## config.mk

```make
export PLATFORM = sky130hd
export DESIGN_NAME = n_bit_subtractor
export DESIGN_NICKNAME = d
export VERILOG_FILES = /design/src/rtl/n_bit_subtractor.sv
export SDC_FILE = /design/constraint.sdc
export NUM_CORES = 1
export LEC_CHECK = 0
export ABC_AREA = 1
export ABC_CLOCK_PERIOD_IN_PS = 1300
export CORE_AREA = 8 8 45 47
export CTS_CLUSTER_DIAMETER = 80
export DETAILED_ROUTE_END_ITERATION = 10
export DIE_AREA = 0 0 53 55
export HOLD_SLACK_MARGIN = 0.05
export PLACE_DENSITY = 0.67
export SLEW_MARGIN = 20
export SYNTH_ARGS = -nofsm -noshare
export SYNTH_HDL_FRONTEND = slang
export SYNTH_HIERARCHICAL = 1
export SYNTH_SLANG_ARGS = --single-unit
export TNS_END_PERCENT = 100
```

## constraint.sdc

```tcl
create_clock -name clk -period 1.3 [get_ports clk]
set_clock_uncertainty 0.05 [all_clocks]
set_input_delay 0.13 -clock clk [delete_from_list [all_inputs] [get_ports clk]]
set_output_delay 0.13 -clock clk [all_outputs]
set_load 0.1 [all_outputs]
```

## src/rtl/n_bit_subtractor.sv

```systemverilog
// rtl/n_bit_subtractor.sv - registered N-bit two's-complement subtractor with status flags
//
// Purpose:
//   Computes a - b as a + ~b + 1 through a ripple chain of full adders.
//   Registers the difference together with borrow, overflow, zero and
//   negative flags. Latency is one cycle and one operation can be accepted
//   every cycle.
//
// Parameters:
//   N         operand/result width in bits (N >= 2)
//
// Ports:
//   clk       in   rising-edge clock
//   rst_n     in   asynchronous active-low reset
//   in_valid  in   a/b carry a valid operation this cycle
//   a         in   [N-1:0] minuend
//   b         in   [N-1:0] subtrahend
//   result    out  [N-1:0] registered a - b modulo 2^N
//   borrow    out  registered unsigned borrow (a < b)
//   overflow  out  registered signed overflow
//   zero      out  registered result == 0
//   negative  out  registered result[N-1]
//   out_valid out  registered copy of in_valid

// One bit of the ripple chain.
module n_bit_subtractor_fa (
  input  logic a_i,
  input  logic b_i,
  input  logic c_i,
  output logic s_o,
  output logic c_o
);

  logic p;

  assign p   = a_i ^ b_i;
  assign s_o = p ^ c_i;
  assign c_o = (a_i & b_i) | (c_i & p);

endmodule

module n_bit_subtractor #(
  parameter int N = 4
) (
  input  logic         clk,
  input  logic         rst_n,
  input  logic         in_valid,
  input  logic [N-1:0] a,
  input  logic [N-1:0] b,
  output logic [N-1:0] result,
  output logic         borrow,
  output logic         overflow,
  output logic         zero,
  output logic         negative,
  output logic         out_valid
);

  // ---------------------------------------------------------------------
  // Combinational core: a + ~b + 1
  // ---------------------------------------------------------------------
  logic [N-1:0] b_inv;
  logic [N:0]   carry;
  logic [N-1:0] diff;

  logic         borrow_c;
  logic         overflow_c;
  logic         zero_c;
  logic         negative_c;

  assign b_inv    = ~b;
  // The +1 of the two's-complement negation enters as the chain's carry-in.
  assign carry[0] = 1'b1;

  for (genvar i = 0; i < N; i++) begin : g_ripple
    n_bit_subtractor_fa u_fa (
      .a_i (a[i]),
      .b_i (b_inv[i]),
      .c_i (carry[i]),
      .s_o (diff[i]),
      .c_o (carry[i+1])
    );
  end

  // A missing carry-out means the unsigned subtraction had to borrow.
  assign borrow_c   = ~carry[N];
  // Signed overflow: carry into the sign bit disagrees with carry out of it.
  assign overflow_c = carry[N-1] ^ carry[N];
  assign zero_c     = (diff == '0);
  assign negative_c = diff[N-1];

  // ---------------------------------------------------------------------
  // Output register stage
  // ---------------------------------------------------------------------
  logic [N-1:0] result_d,   result_q;
  logic         borrow_d,   borrow_q;
  logic         overflow_d, overflow_q;
  logic         zero_d,     zero_q;
  logic         negative_d, negative_q;
  logic         valid_d,    valid_q;

  // Data and flags only move on a valid cycle; out_valid tracks in_valid
  // every cycle so idle cycles drop it while the last result stays visible.
  always_comb begin
    result_d   = result_q;
    borrow_d   = borrow_q;
    overflow_d = overflow_q;
    zero_d     = zero_q;
    negative_d = negative_q;
    valid_d    = in_valid;
    if (in_valid) begin
      result_d   = diff;
      borrow_d   = borrow_c;
      overflow_d = overflow_c;
      zero_d     = zero_c;
      negative_d = negative_c;
    end
  end

  always_ff @(posedge clk or negedge rst_n) begin
    if (!rst_n) begin
      result_q   <= '0;
      borrow_q   <= 1'b0;
      overflow_q <= 1'b0;
      // Reset result is 0, so the zero flag starts set.
      zero_q     <= 1'b1;
      negative_q <= 1'b0;
      valid_q    <= 1'b0;
    end else begin
      result_q   <= result_d;
      borrow_q   <= borrow_d;
      overflow_q <= overflow_d;
      zero_q     <= zero_d;
      negative_q <= negative_d;
      valid_q    <= valid_d;
    end
  end

  assign result    = result_q;
  assign borrow    = borrow_q;
  assign overflow  = overflow_q;
  assign zero      = zero_q;
  assign negative  = negative_q;
  assign out_valid = valid_q;

endmodule

```

==> qor_table.md <==
| Parameter | This run | Unit |
|:---|:---|:---|
| Status | finished with violations | - |
| Violated checks | setup timing | - |
| Leading cell types in the layout, fill and taps excluded | sky130_fd_sc_hd__nand2_1, sky130_fd_sc_hd__buf_12, sky130_fd_sc_hd__dfrtp_1, sky130_fd_sc_hd__clkdlybuf4s50_1 | - |
| # Max-Cap Violations | 0 | - |
| Cell count after synthesis | 45 | - |
| Data required, critical path | 1.44 | ns |
| Crit-path slowest cell | sky130_fd_sc_hd__fa_2 | - |
| Combinational fraction of design power | 53.7 | % |
| Placement-stage worst setup slack | -1.26 | ns |
| Count of endpoints failing setup in the final report | 5 | - |
| Die height | 55 | um |
| Detailed-route wire length | 906 | um |
| Switching fraction of total power | 44.7 | % |
| Initial antenna violation count | 0 | - |
| Post-route minimum period | 1.83 | ns |
| Count of pins over their slew limit | 0 | - |
| Proportion of layout cells with a drive suffix above 1 | 40.0 | % |
| DRC violations left | 0 | - |
| Antenna Violating Nets Remaining | 0 | - |
| Post-detailed-route wirelength per cell | 10.5 | um |
| # hold bufs at CTS | 0 | - |
| Most common cell after layout, fill and taps aside | sky130_fd_sc_hd__nand2_1 | - |
| Clk buf depth | 2 | - |
| Critical Path End Type | flop | - |
| Maximum cell stage delay along the critical path | 0.55 | ns |
| Core Box Area | 0.00138 | mm^2 |
| Clk pwr share | 17.8 | % |
| # port buffers | 19 | - |
| Maximum clock frequency | 545 | MHz |
| Clk sinks | 8 | - |
| Die area | 0.00292 | mm^2 |
| Via total after detailed routing | 370 | - |
| Design area | 781 | um^2 |
| Global Route Usage Sum | 7.66 | % |
| CTS Buf Count | 3 | - |
| Cell-internal power | 0.000638 | W |
| Diode insertion count for antenna repair | 0 | - |
| Detail-routed via count per cell | 4.30 | - |
| TritonCTS clock tree | done | - |
| Violation count after the first detailed-route iteration | 13 | - |
| Cell row count | 14 | - |
| Insertion delay to the later sink of the worst-skew pair | 0.26 | ns |
| Logic depth of the worst register-to-register path | 2 | - |
| Clk pin slew, worst setup/hold paths | 0.06 | ns |
| Width of the die | 53 | um |
| Critical path cell sequence | buf_6 -> fa_2 -> fa_2 -> fa_2 -> fa_2 -> nor2_1 -> nand3_1 -> nand2_1 | - |
| Area of the mapped netlist | 413 | um^2 |
| H-tree lvl count | 1 | - |
| Crit path top cell by count | sky130_fd_sc_hd__fa_2 | - |
| Switching power total | 0.000515 | W |
| Master cell of the clock root buffer | sky130_fd_sc_hd__clkbuf_4 | - |
| Unrepaired setup endpoints after global routing | true | - |
| Type of the worst min-delay path | in2async | - |
| Maximum fanout along the worst path | 2 | - |
| Post-synthesis area per instance | 9.18 | um^2 |
| Detailed Routing Iterations Pass 1 | 4 | - |
| Final Hold Violating Endpoints | 0 | - |
| Crit Path Class | in2reg | - |
| Data arrival, critical path | 1.97 | ns |
| Sort of element at the start of the critical path | input pin | - |
| Global placer's final weighted congestion | 0.632 | - |
| Worst IR Drop VDD | 0.000652 | V |
| Min setup slack post-route | -0.534 | ns |
| Mapped Nets | 60 | - |
| Starting Density | 29.8 | % |
| Number of global-route vias before repair | 386 | - |
| Reg power frac | 28.6 | % |
| Yosys reg bits | 8 | - |
| Pwr dens | 1480 | mW/mm^2 |
| Total half-perimeter wirelength after legalization and detailed placement | 771 | um |
| Cell Area, Placed | 732 | um^2 |
| Fraction of the cycle the final worst path needs | 141 | % |
| Ports | 20 | - |
| Number of warning messages in the yosys log | 6 | - |
| Maximum number of pins on one net before global-route repair | 9 | - |
| Seq/Total Area, Yosys | 48.8 | % |
| Leakage | 0.394 | nW |
| Final layout net count | 86 | - |
| Area growth from synthesis to layout | 89.1 | % |
| Wire length of the first global-routing pass | 1.64 | mm |
| Remaining global-route overflow | 0 | - |
| Synth cell types | 11 | - |
## area by class of cell
cell class	count	area, um^2
fillers	123	603
repair buffers	22	314
multi-input cells	29	191
well taps	16	20.0
clock buffers	4	26.3
inverters	7	26.3
flip-flops and latches	8	203
## synthesized netlist by cell type (all sizes together)
| cell | instances | area (um^2) |
|---|---|---|
| dfrtp | 7 | 175 |
| buf | 1 | 7.51 |
| inv | 7 | 26.3 |
| dfstp | 1 | 26.3 |
| fa | 4 | 80.1 |
| nand2 | 19 | 71.3 |
| nor2 | 2 | 7.51 |
| o21ai | 1 | 5.00 |
| nand3 | 2 | 10.0 |
| conb | 1 | 3.75 |
## path summary, 6_finish.rpt
kind | start | endpoint | slack [ns]
max | a[0] | zero | -0.53
max in group asynchronous | rst_n | zero | 0.80
min reg2reg | zero | zero | 0.45
max reg2reg | zero | zero | 0.51
min in group clk | a[0] | result[0] | 0.23
min | rst_n | borrow | 0.1
## power by group through the flow
stage / Combinational, W / Clock [W] / Sequential (W)
floorplan: 0.000129 / 0 / 0.000564
global placement: 0.000610 / 0 / 0.000332
detailed placement: 0.000615 / 0 / 0.000333
CTS: 0.000619 / 0.000207 / 0.000330
global route: 0.000648 / 0.000229 / 0.000333
finish: 0.000619 / 0.000205 / 0.000329
## logic make-up after synthesis
kind of cell | share of synthesized area, %
adder cells (fa/ha/maj) | 19.4
other | 0.908
buffers and inverters | 8.18
flip-flops | 48.8
AO/OA/AOI/OAI | 1.21
AND/OR/NAND/NOR | 21.5
## what timing repair did
action,CTS,global route
gates resized for setup,9,7
endpoints found under the setup margin,6,5
pin swaps,10,7
setup buffers,1,0
endpoints found under the hold margin,0,0
## stage by stage
step | instances | utilization, % | hold slack (ns) | TNS (ns) | total power (W)
final | 86 | 56.4 | 0.0973 | -2.03 | 0.00115
after global routing | 86 | 56.4 | 0.122 | -2.29 | 0.00121
after CTS | 86 | 55.1 | 0.110 | -2.57 | 0.00116
after detailed placement | 81 | 52.9 | 0.382 | -6.19 | 0.000948
after global placement | 81 | 52.9 | 0.374 | -6.00 | 0.000942
after floorplan | 45 | - | -0.216 | -2.73 | 0.000693
## flip-flops by register name, summed over array words and instances (netlist names)
name / flops
result: 4
out_valid: 1
overflow: 1
zero: 1
borrow: 1
## worst max-delay path: cells and delay by family
| family | cells | cell delay [ns] |
|---|---|---|
| adders and majority gates | 4 | 1.60 |
| and+or+nand+nor | 3 | 0.15 |
| buffers and inverters | 1 | 0.09 |
## per-layer routing
layer	routed length (um)	vias to the layer above	GRT usage, %
met3	74	3	1.07
met5	0	-	0
met1	357	171	8.72
li1	-	178	-
met2	449	18	11.9
met4	24	0	7.76
(Power assumes the default switching activity.)
